$ cat config.mk
export PLATFORM = sky130hd
export DESIGN_NAME = countdown_sequencer
export DESIGN_NICKNAME = d
export VERILOG_FILES = /design/src/rtl/countdown_pkg.sv /design/src/rtl/loadable_downcounter.sv /design/src/rtl/countdown_sequencer.sv
export SDC_FILE = /design/constraint.sdc
export NUM_CORES = 1
export LEC_CHECK = 0
export CAP_MARGIN = 20
export CORE_ASPECT_RATIO = 0.8
export CORE_MARGIN = 3
export CORE_UTILIZATION = 43
export CTS_CLUSTER_SIZE = 25
export DETAILED_ROUTE_END_ITERATION = 8
export PLACE_DENSITY = 0.69
export SETUP_SLACK_MARGIN = 0.15
export SLEW_MARGIN = 0
export SYNTH_ARGS = -nofsm -noshare
export SYNTH_HDL_FRONTEND = slang
export SYNTH_SLANG_ARGS = --single-unit
$ cat constraint.sdc
create_clock -name clk -period 3.8 [get_ports clk]
set_input_delay 1.14 -clock clk [delete_from_list [all_inputs] [get_ports clk]]
set_output_delay 1.14 -clock clk [all_outputs]
set_load 0.05 [all_outputs]
$ cat src/rtl/countdown_pkg.sv
// Shared types and constants for the countdown sequencer and its datapath.
package countdown_pkg;

    localparam int unsigned DEFAULT_WIDTH = 4;

    localparam logic [1:0] ST_IDLE = 2'd0;
    localparam logic [1:0] ST_LOAD = 2'd1;
    localparam logic [1:0] ST_RUN  = 2'd2;
    localparam logic [1:0] ST_DONE = 2'd3;

    typedef enum logic [1:0] {
        IDLE = ST_IDLE,
        LOAD = ST_LOAD,
        RUN  = ST_RUN,
        DONE = ST_DONE
    } state_e;

endpackage

$ cat src/rtl/loadable_downcounter.sv
// Loadable down-counter that saturates at zero; load has priority over decrement.
module loadable_downcounter
    import countdown_pkg::*;
#(
    parameter int unsigned WIDTH = DEFAULT_WIDTH
) (
    input  logic             clk,
    input  logic             reset,
    input  logic             load,
    input  logic [WIDTH-1:0] load_val,
    input  logic             dec,
    output logic [WIDTH-1:0] count,
    output logic             zero_c
);

    logic [WIDTH-1:0] count_q;
    logic [WIDTH-1:0] count_d;

    assign zero_c = (count_q == '0);
    assign count  = count_q;

    // Decrement is suppressed at zero so the counter can never wrap.
    always_comb begin
        count_d = count_q;
        if (load) begin
            count_d = load_val;
        end else if (dec && !zero_c) begin
            count_d = count_q - WIDTH'(1);
        end
    end

    always_ff @(posedge clk or negedge reset) begin
        if (!reset) begin
            count_q <= '0;
        end else begin
            count_q <= count_d;
        end
    end

endmodule

$ cat src/rtl/countdown_sequencer.sv
// IDLE/LOAD/RUN/DONE countdown controller around a loadable down-counter.
// Optional periodic reload from DONE is enabled by COUNTDOWN_AUTO_RELOAD_EN.
module countdown_sequencer
    import countdown_pkg::*;
#(
    parameter int unsigned WIDTH = DEFAULT_WIDTH
) (
    input  logic             clk,
    input  logic             reset,
    input  logic             start,
    input  logic [WIDTH-1:0] load_val,
    input  logic             pause,
    input  logic             abort,
`ifdef COUNTDOWN_AUTO_RELOAD_EN
    input  logic             auto_reload,
`endif
    output logic             busy,
    output logic             done,
    output logic [WIDTH-1:0] count
);

    state_e           state_q;
    state_e           state_d;
    logic [WIDTH-1:0] reload_q;
    logic [WIDTH-1:0] reload_d;
    logic             busy_q;
    logic             busy_d;
    logic             done_q;
    logic             done_d;

    logic             cnt_load_c;
    logic [WIDTH-1:0] cnt_val_c;
    logic             cnt_dec_c;
    logic             cnt_zero_c;
    logic             auto_reload_c;

`ifdef COUNTDOWN_AUTO_RELOAD_EN
    assign auto_reload_c = auto_reload;
`else
    assign auto_reload_c = 1'b0;
`endif

    loadable_downcounter #(
        .WIDTH (WIDTH)
    ) u_counter (
        .clk      (clk),
        .reset    (reset),
        .load     (cnt_load_c),
        .load_val (cnt_val_c),
        .dec      (cnt_dec_c),
        .count    (count),
        .zero_c   (cnt_zero_c)
    );

    // Abort clears the counter by loading zero, so no separate clear port is needed.
    always_comb begin
        state_d    = state_q;
        reload_d   = reload_q;
        cnt_load_c = 1'b0;
        cnt_val_c  = '0;
        cnt_dec_c  = 1'b0;

        case (state_q)
            IDLE: begin
                if (start) begin
                    if (load_val != '0) begin
                        reload_d = load_val;
                        state_d  = LOAD;
                    end else begin
                        state_d  = DONE;
                    end
                end
            end
            LOAD: begin
                cnt_load_c = 1'b1;
                if (abort) begin
                    state_d = IDLE;
                end else begin
                    cnt_val_c = reload_q;
                    state_d   = RUN;
                end
            end
            RUN: begin
                if (abort) begin
                    cnt_load_c = 1'b1;
                    state_d    = IDLE;
                end else if (!pause) begin
                    if (cnt_zero_c) begin
                        state_d = DONE;
                    end else begin
                        cnt_dec_c = 1'b1;
                        if (count == WIDTH'(1)) begin
                            state_d = DONE;
                        end
                    end
                end
            end
            DONE: begin
                state_d = auto_reload_c ? LOAD : IDLE;
            end
            default: begin
                state_d = IDLE;
            end
        endcase

        busy_d = (state_d == LOAD) || (state_d == RUN);
        done_d = (state_d == DONE);
    end

    always_ff @(posedge clk or negedge reset) begin
        if (!reset) begin
            state_q  <= IDLE;
            reload_q <= '0;
            busy_q   <= 1'b0;
            done_q   <= 1'b0;
        end else begin
            state_q  <= state_d;
            reload_q <= reload_d;
            busy_q   <= busy_d;
            done_q   <= done_d;
        end
    end

    assign busy = busy_q;
    assign done = done_q;

endmodule

==> out/qor.txt, run 1 <==
CTS tree: built
Peak supply drop: 0.0003909 V
Drt pass-1 iters: 2
Wire per inst: 14.00 µm
Total CTS buffers: 3
Critical Path Source Type: register
CTS resizes: 0
Post-route minimum period: 2.704 ns
Post-DP HPWL: 1.134 mm
Final setup viols: 0
Vias: 523
WL final: 1.442 mm
CP required: 2.66 ns
Fillers: 151
Clk_lat worst skew: 0.27 ns
CP endpoint kind: primary output
Slowest CP cell: clkdlybuf4s50_1
Nets@finish: 101
Class of the most critical setup path: reg2out
Die Width: 51.41 µm
Worst EP arrival: 1.56 ns
Clock Tree Buf Depth: 2
Tot GR Track Use: 0.1519
Initial antenna violation count: 0
Die height: 42.33 µm
Number of buffers added for setup after CTS: 0
Crit path max fanout: 6
Core area: 0.001471 mm²
Mapped Nets: 82
Cells traversed along the worst timing path: clkdlybuf4s50_1
Antenna diode count: 0
Hold buffers post-CTS: 0
# IOs: 15
Reg area: 300.3 µm²
Slowest stage delay, CP: 0.85 ns
Global-route wire length before repair: 2.442 mm
Slew HR: 0.6317
GRT overflow: 0
Worst Tran Pin Value: 0.5508 ns
GPL Wtd Cong: 0.7631
Total die area: 0.002176 mm²
CTS H-tree depth: 1
Vias per cell: 5.078
Aggregate negative setup slack: 0 ns
Initial Utilization: 0.4821
Crit path max-delay family: buffers and inverters
Hold Crit Class: reg2reg
DRC: 0
Vias in the first global route: 503
Antenna violation net count after detailed routing: 0
Mapped Cells: 65
Final Hold Fails: 0
Final Max Slew Viols: 0
# clock sinks: 12
Seq cells post-synth: 12
Buffers on Ports: 14
Root Buffer: clkbuf_4
Synthesis-to-layout area growth: 26.63%
Clock skew: 0.005210 ns
Worst-path clk slew: 0.07 ns
Max-cap violation count: 0
Share of layout cells above drive strength 1: 0.1707
Mean Syn Cell Area: 10.91 µm²
Synth warnings: 0
Static Leak: 0.0003977 µW
Fin crit share: 0.7117
Synth unique cells: 24
RSZ-0062 raised after global routing: false
Buf+Inv Stages, Crit Path: 1
Largest net degree at the start of global routing: 13
Total power divided by cell area: 818.1 mW/mm²
Combined area of the multi-input logic cells: 394.1 µm²
Status: finished, final reports clean
Drt initial violations: 8
Hold Worst Slack: 0.5111 ns
Seq/Total Area, Yosys: 0.4233
Mapped Area: 709.4 µm²
Peak Freq: 369.8 MHz
Num rows: 12
==> synthesized netlist by cell type <==
master	count	area [µm²]
a211oi_4	1	20.02
a21o_2	1	8.760
a21oi_1	3	15.01
a31oi_1	2	12.51
and2_1	2	12.51
and3_2	1	7.510
and3b_1	1	8.760
dfrtp_1	12	300.3
ha_1	8	100.1
inv_1	4	15.01
mux2_2	5	56.30
nand2_1	4	15.01
nand2b_1	1	6.260
nand2b_4	1	13.76
nor2_1	4	15.01
nor2_2	1	6.260
nor2b_1	1	6.260
nor3_1	3	15.01
nor4_1	2	12.51
o21ai_0	2	10.01
o22a_1	3	26.28
o22a_2	1	10.01
o31ai_1	1	7.510
o41ai_1	1	8.760
==> routing by layer <==
layer | track usage | wire length, µm | part of all wire
met5 | 0 | 0 | 0
met4 | 0.04712 | 17 | 0.012
met2 | 0.2284 | 610 | 0.42
met1 | 0.2093 | 753 | 0.52
met3 | 0.04270 | 60 | 0.042
==> power by group <==
group	leakage (µW)	internal, µW	total, µW	switching (µW)
Clock	0.0000138	36.7	77.7	41.1
Sequential	0.000149	186	235	49.1
Combinational	0.000235	176	422	246
==> per-stage QoR <==
step | cell area, µm² | setup WS, ns | instances | util | power (µW)
floorplan | 709.4 | 1.532 | 65 | - | 538.6
global placement | 875.8 | 0.9508 | 100 | 0.5952 | 650.3
detailed placement | 875.8 | 0.8986 | 100 | 0.5952 | 660.4
CTS | 898.4 | 1.075 | 103 | 0.6105 | 743.7
global route | 898.4 | 0.9995 | 103 | 0.6105 | 795.2
finish | 898.4 | 1.096 | 103 | 0.6105 | 734.9
==> cell usage in the layout (no fill, tap or decap), drive strengths merged, types with 2 or more instances in the layout <==
master and n:
nand2b 2, dfrtp 12, nand2 4, inv 4, nor3 3, nor4 2, o22a 4, o21ai 2
ha 8, a21oi 3, mux2 5, a31oi 2, clkbuf 3, and2 2, nor2 5, clkdlybuf4s50 14
==> area by class of cell <==
type | count | share of cell area
Clock buffer | 3 | 0.02507
Sequential cell | 12 | 0.3343
Tap cell | 21 | 0.02925
Multi-Input combinational cell | 49 | 0.4387
Timing Repair Buffer | 14 | 0.1560
Inverter | 4 | 0.01671
==> worst paths after layout <==
check                      cells past startpoint  slack [ns]                 end                from
hold / removal                                 1        0.51         reload_q[1]         reload_q[1]
max in group asynchronous                      1        2.21         reload_q[0]               reset
setup / recovery                               1        1.10            count[2]  u_counter.count[2]
setup reg to reg                               7        1.82                busy  u_counter.count[0]
hold reg to reg                                1        0.51         reload_q[1]         reload_q[1]
min in group asynchronous                      1        1.22  u_counter.count[2]               reset
==> cells by family after synthesis <==
logic type | share of synthesized area
AO/OA/AOI/OAI | 0.1676
flip-flops | 0.4233
multiplexers | 0.07936
buffers and inverters | 0.02116
adder cells (fa/ha/maj) | 0.1411
AND/OR/NAND/NOR | 0.1675
==> registers in the layout, indices dropped and copies added, names as in the netlist <==
signal	cells
reload_q	4
u_counter.count	4
state_q	2
busy	1
done	1
Power figures use the tool's default switching activity.
==> run 2, diff against run 1 <==
- clock period: 3.8 -> 2.5 ns (I/O delays scaled with it)
==> out/qor.txt, run 2 (same netlist as run 1, synthesis figures left out) <==
Number of buffers added for setup after CTS: 0 (unchanged)
Drt initial violations: 7 (-1)
Most frequent cells in the layout: 12 x dfrtp_1, 12 x clkdlybuf4s50_1, 8 x ha_1
Slowest stage delay, CP: 0.83 ns (-0.02 ns)
Final setup viols: 0 (unchanged)
Crit path max fanout: 6 (unchanged)
Hold Crit Class: reg2reg
Nets@finish: 102 (+0.99%)
CP required: 1.75 ns (-0.91 ns)
Antenna violation net count after detailed routing: 0 (unchanged)
CP endpoint kind: primary output
GRT overflow: 0 (unchanged)
Internal: 639.6 µW (+61%)
Dpl cells: 101 (+1.0%)
Drt pass-1 iters: 3 (+1)
Share of layout cells above drive strength 1: 0.2024 (+0.03165)
Hold Worst Slack: 0.5038 ns (-0.007258 ns)
Global-route wire length before repair: 2.311 mm (-5.4%)
Buffers on Ports: 14 (unchanged)
Total CTS buffers: 3 (unchanged)
Seq pwr share: 0.309 (-0.011)
Total power divided by cell area: 1243 mW/mm² (+52%)
Root Buffer: clkbuf_4
Worst EP arrival: 1.53 ns (-0.03 ns)
Clk_lat worst skew: 0.27 ns (about the same)
Peak Freq: 438.1 MHz
Vias in the first global route: 504 (+0.20%)
Final Max Slew Viols: 0 (unchanged)
CTS tree: built
Initial antenna violation count: 0 (unchanged)
Class of the most critical setup path: reg2out
Synthesis-to-layout area growth: 31.39%
Fin crit share: 0.9130
Tot GR Track Use: 0.1428 (-0.009166)
Post-DP HPWL: 1.107 mm (-2.4%)
Final Hold Fails: 0 (unchanged)
Fin cells: 105 (+1.9%)
Critical Path Source Type: register
Wire per inst: 13.22 µm (-5.6%)
Clock power share: 0.133 (+0.027)
Vias per cell: 5.019 (-1.2%)
Core area: 0.001471 mm² (unchanged)
Switch share: 0.4478 (-0.01007)
Combinational share of power: 0.558 (-0.016)
Die Width: 51.41 µm (unchanged)
Largest net degree at the start of global routing: 13 (unchanged)
Slew HR: 0.6439 (+0.01223)
# IOs: 15 (unchanged)
Worst Tran Pin Value: 0.5325 ns (-0.01829 ns)
Status: finished, final reports clean
WL final: 1.388 mm (-3.7%)
Die height: 42.33 µm (unchanged)
Sw power: 518.6 µW (+54%)
Clock Tree Buf Depth: 2 (unchanged)
Cells traversed along the worst timing path: clkdlybuf4s50_1
Antenna diode count: 0 (unchanged)
Initial Utilization: 0.4821 (unchanged)
DRC: 0 (unchanged)
Num rows: 12 (unchanged)
Slowest CP cell: clkdlybuf4s50_1
Total die area: 0.002176 mm² (unchanged)
Buf+Inv Stages, Crit Path: 1 (unchanged)
Max-cap violation count: 0 (unchanged)
RSZ-0062 raised after global routing: false
Crit path max-delay family: buffers and inverters
CTS H-tree depth: 1 (unchanged)
Worst-path clk slew: 0.08 ns (about the same)
# clock sinks: 12 (unchanged)
Peak supply drop: 0.0005958 V (+52%)
Static Leak: 0.0004419 µW (+11%)
Vias: 527 (+0.76%)
Post-route minimum period: 2.282 ns
GPL Wtd Cong: 0.7814 (+2.4%)
Clock skew: 0.002300 ns (-0.002910 ns)
Total Power Consumption: 1158 µW (+58%)
run 2: worst paths after layout:
check                      slack [ns]                  to  depth (start not counted)                from
max                              0.22            count[0]                          1  u_counter.count[0]
min                              0.50         reload_q[3]                          1         reload_q[3]
max reg2reg                      0.56                busy                          7  u_counter.count[0]
min reg2reg                      0.50         reload_q[3]                          1         reload_q[3]
max in group asynchronous        1.32         reload_q[1]                          1               reset
min in group asynchronous        0.82  u_counter.count[2]                          1               reset
run 2: timing repair:
action                     in CTS  in global routing
resized for setup               0                  3
setup endpoints to repair       0                  3
hold buffers                    0                  0
run 2: layout make-up:
class,count,area [µm²]
clock buffer,4,36.28
fill,137,539.3
inverter,4,15.01
multi-input combinational,49,401.6
sequential,12,300.3
tap,21,26.28
timing repair buffer,15,152.6
run 2: layer usage:
layer  vias up  GRT usage  share of wire
li1        274          -              -
met4         0    0.03141              0
met2        10     0.2081           0.41
met5         -          0              0
met3         0    0.04270          0.047
met1       243     0.2067           0.55
run 2: power groups by stage:
stage | Clock, µW | Combinational, µW | Sequential (µW)
2_1_floorplan | 0 | 339 | 479
3_3_place_gp | 0 | 627 | 361
3_5_place_dp | 0 | 637 | 361
4_1_cts | 162 | 641 | 358
5_1_grt | 171 | 701 | 370
6_report | 154 | 646 | 357
run 2: through the flow:
| step | utilization | setup TNS, ns | cell area (µm²) | setup slack [ns] |
|---|---|---|---|---|
| 2_1_floorplan | - | 0 | 709.4 | 0.4230 |
| 3_3_place_gp | 0.6003 | 0 | 883.3 | 0.08765 |
| 3_5_place_dp | 0.6003 | -0.04780 | 883.3 | -0.04780 |
| 4_1_cts | 0.6250 | 0 | 919.6 | 0.1693 |
| 5_1_grt | 0.6335 | 0 | 932.1 | 0.1584 |
| 6_report | 0.6335 | 0 | 932.1 | 0.2176 |
==> run 3, diff against run 2 <==
- PLACE_DENSITY: 0.69 -> 0.68
- SYNTH_HIERARCHICAL: default -> 1
==> out/qor.txt, run 3 <==
Initial Utilization: 0.5017 (+0.01951)
Vias in the first global route: 557 (+11%)
Switch share: 0.4527 (+0.004928)
CTS H-tree depth: 1 (unchanged)
Final Max Slew Viols: 0 (unchanged)
FF-to-FF Start: u_counter/count[0]
Total CTS buffers: 3 (unchanged)
Slowest stage delay, CP: 0.83 ns (about the same)
Crit. Startpoint: u_counter/count[3]
Peak Freq: 438.8 MHz (+0.15%)
Antenna diode count: 0 (unchanged)
Post-route minimum period: 2.279 ns (-0.003484 ns)
Sw power: 531.1 µW (+2.4%)
Initial antenna violation count: 0 (unchanged)
Seq cells post-synth: 12 (unchanged)
Fillers: 127 (-7.3%)
Slowest CP cell: clkdlybuf4s50_1
Wire per inst: 12.29 µm (-7.0%)
Top post-synthesis cells by area: dfrtp_1 39%, ha_1 9.9%, and2_1 4.1%
Peak supply drop: 0.0006806 V (+14%)
Final setup viols: 0 (unchanged)
Critical path depth: 1 (unchanged)
Nets@finish: 113 (+11%)
DRC: 0 (unchanged)
Synth warnings: 6 (+6)
Number of synthesized flops with an enable pin: 0 (unchanged)
Clock power share: 0.094 (-0.039)
Vias: 637 (+21%)
RSZ-0062 raised after global routing: false
Vias per cell: 5.444 (+8.5%)
Top_reg_cell synth: dfrtp_1
Crit path max fanout: 6 (unchanged)
# IOs: 15 (unchanged)
CTS tree: built
Dpl cells: 114 (+13%)
Post-DP HPWL: 1.157 mm (+4.6%)
Root Buffer: clkbuf_4
Count leader, synth: dfrtp_1
Post-synth top area cell: dfrtp_1
Antenna violation net count after detailed routing: 0 (unchanged)
Critical Path Source Type: register
Share of layout cells above drive strength 1: 0.1458 (-0.05655)
Worst-case reg-to-reg path depth: 8 (+1)
Mapped Nets: 89 (+8.5%)
Share of flip-flops with an asynchronous set or reset: 1.000 (unchanged)
Worst EP arrival: 1.53 ns (about the same)
CP required: 1.75 ns (about the same)
Number of buffers added for setup after CTS: 0 (unchanged)
Mapped Area: 760.7 µm² (+7.2%)
Top-area cell type share of the netlist area: 0.3947 (-0.02854)
Internal: 642.1 µW (+0.39%)
Buffers on Ports: 14 (unchanged)
Fin crit share: 0.9116 (-0.001394)
Crit path max-delay family: buffers and inverters
Most frequent cells in the layout: 12 x dfrtp_1, 12 x clkdlybuf4s50_1, 7 x buf_4
Clock Tree Buf Depth: 2 (unchanged)
Mapped Cells: 74 (+14%)
Global-route wire length before repair: 2.352 mm (+1.8%)
List of most frequent post-synthesis cells: 12 x dfrtp_1, 6 x ha_1, 5 x and2_1, 5 x inv_1
WL final: 1.438 mm (+3.6%)
Final Hold Fails: 0 (unchanged)
Tot GR Track Use: 0.1410 (-0.001726)
Total die area: 0.002313 mm² (+6.3%)
Status: finished, final reports clean
Buf+Inv Stages, Crit Path: 1 (unchanged)
Fin cells: 117 (+11%)
Worst min-delay path startpoint: reload_q[1]
Drt pass-1 iters: 4 (+1)
Worst-path clk slew: 0.07 ns (about the same)
Worst Tran Pin Value: 0.5048 ns (-0.02762 ns)
# clock sinks: 12 (unchanged)
Largest net degree at the start of global routing: 13 (unchanged)
Class of the most critical setup path: reg2out
Num rows: 12 (unchanged)
Slew HR: 0.6624 (+0.01847)
Die Width: 53.03 µm (+3.1%)
Seq/Total Area, Yosys: 0.3947 (-0.02854)
Hold Path Stages: 1 (unchanged)
Core area: 0.001516 mm² (+3.1%)
Synthesis-to-layout area growth: 30.26%
Mean Syn Cell Area: 10.28 µm² (-5.8%)
Die height: 43.62 µm (+3.0%)
GPL Wtd Cong: 0.7723 (-1.2%)
Cells traversed along the worst timing path: clkdlybuf4s50_1
Static Leak: 0.0004522 µW (+2.3%)
Synth unique cells: 29 (+21%)
Clk_lat worst skew: 0.26 ns (about the same)
Combinational share of power: 0.596 (+0.038)
GRT overflow: 0 (unchanged)
Aggregate negative setup slack: 0 ns (unchanged)
Total power divided by cell area: 1184 mW/mm² (-4.7%)
Hold Crit Class: reg2reg
Clock skew: 0.002639 ns (+0.0003385 ns)
CP endpoint kind: primary output
Seq pwr share: 0.311 (+0.002)
Max-cap violation count: 0 (unchanged)
FF-to-FF setup slack: 0.48 ns (-0.08 ns)
Drt initial violations: 15 (+8)
-- run 3: changes by cell type in the layout (fill, tap and decap cells not counted), sizes merged, moves of 3 or more --
cell and change:
o31ai +3, mux2 -5, a22o +4, o22a -4
and2 +3, buf +6, nor3b +4
-- run 3: kinds of logic after synthesis --
group | synth area share
AO/OA/AOI/OAI | 0.2286
adder cells (fa/ha/maj) | 0.09868
buffers and inverters | 0.04605
flip-flops | 0.3947
AND/OR/NAND/NOR | 0.2319
-- run 3: metrics by stage --
step | hold slack (ns) | area [µm²] | worst slack (ns) | util | total power (µW)
global route | 0.5301 | 991.0 | 0.1672 | 0.6535 | 1269
detailed placement | 0.4881 | 963.4 | 0.01647 | 0.6353 | 1067
floorplan | 0.4544 | 760.7 | 0.2370 | - | 872.7
finish | 0.5008 | 991.0 | 0.2210 | 0.6535 | 1173
global placement | 0.4823 | 963.4 | 0.04725 | 0.6353 | 1057
CTS | 0.5037 | 985.9 | 0.1898 | 0.6502 | 1182
-- run 3: final timing paths --
kind                                 endpoint
setup / recovery                     count[3]
hold / removal                    reload_q[1]
setup reg to reg           u_counter/count[1]
hold reg to reg                   reload_q[1]
max in group asynchronous          state_q[1]
min in group asynchronous         reload_q[1]
-- run 3: power groups by stage --
stage                     sequential, µW  clock (µW)  combinational, µW
after detailed placement             368           0                700
after global placement               367           0                690
final                                365         110                699
after global routing                 378         128                763
after floorplan                      484           0                388
after CTS                            365         116                701
-- run 3: layout make-up --
| type | instances | area [µm²] | area share |
|---|---|---|---|
| clock buffer | 3 | 22.52 | 0.02273 |
| inverter | 5 | 18.77 | 0.01894 |
| multi-input combinational | 55 | 425.4 | 0.4293 |
| sequential | 12 | 300.3 | 0.3030 |
| tap | 21 | 26.28 | 0.02652 |
| timing repair buffer | 21 | 197.7 | 0.1995 |
-- run 3: routing by layer --
metal	global-route usage	vias to the layer above	share of wire
li1	-	324	-
met1	0.1847	297	0.49
met2	0.2153	14	0.45
met3	0.02062	2	0.036
met4	0.09184	0	0.016
met5	0	-	0
-- run 3: worst register-to-register path, cell delays in order (launching register included) --
cell	delay (ns)
dfrtp_1	0.43
inv_1	0.07
ha_1	0.23
nor3b_2	0.19
nor3b_1	0.21
buf_4	0.15
inv_1	0.06
or4_1	0.50
o211ai_2	0.09
-- run 3: what timing repair did --
item                                    CTS  global route
endpoints found under the setup margin    0             2
hold buffers                              0             0
resized for setup                         0             2
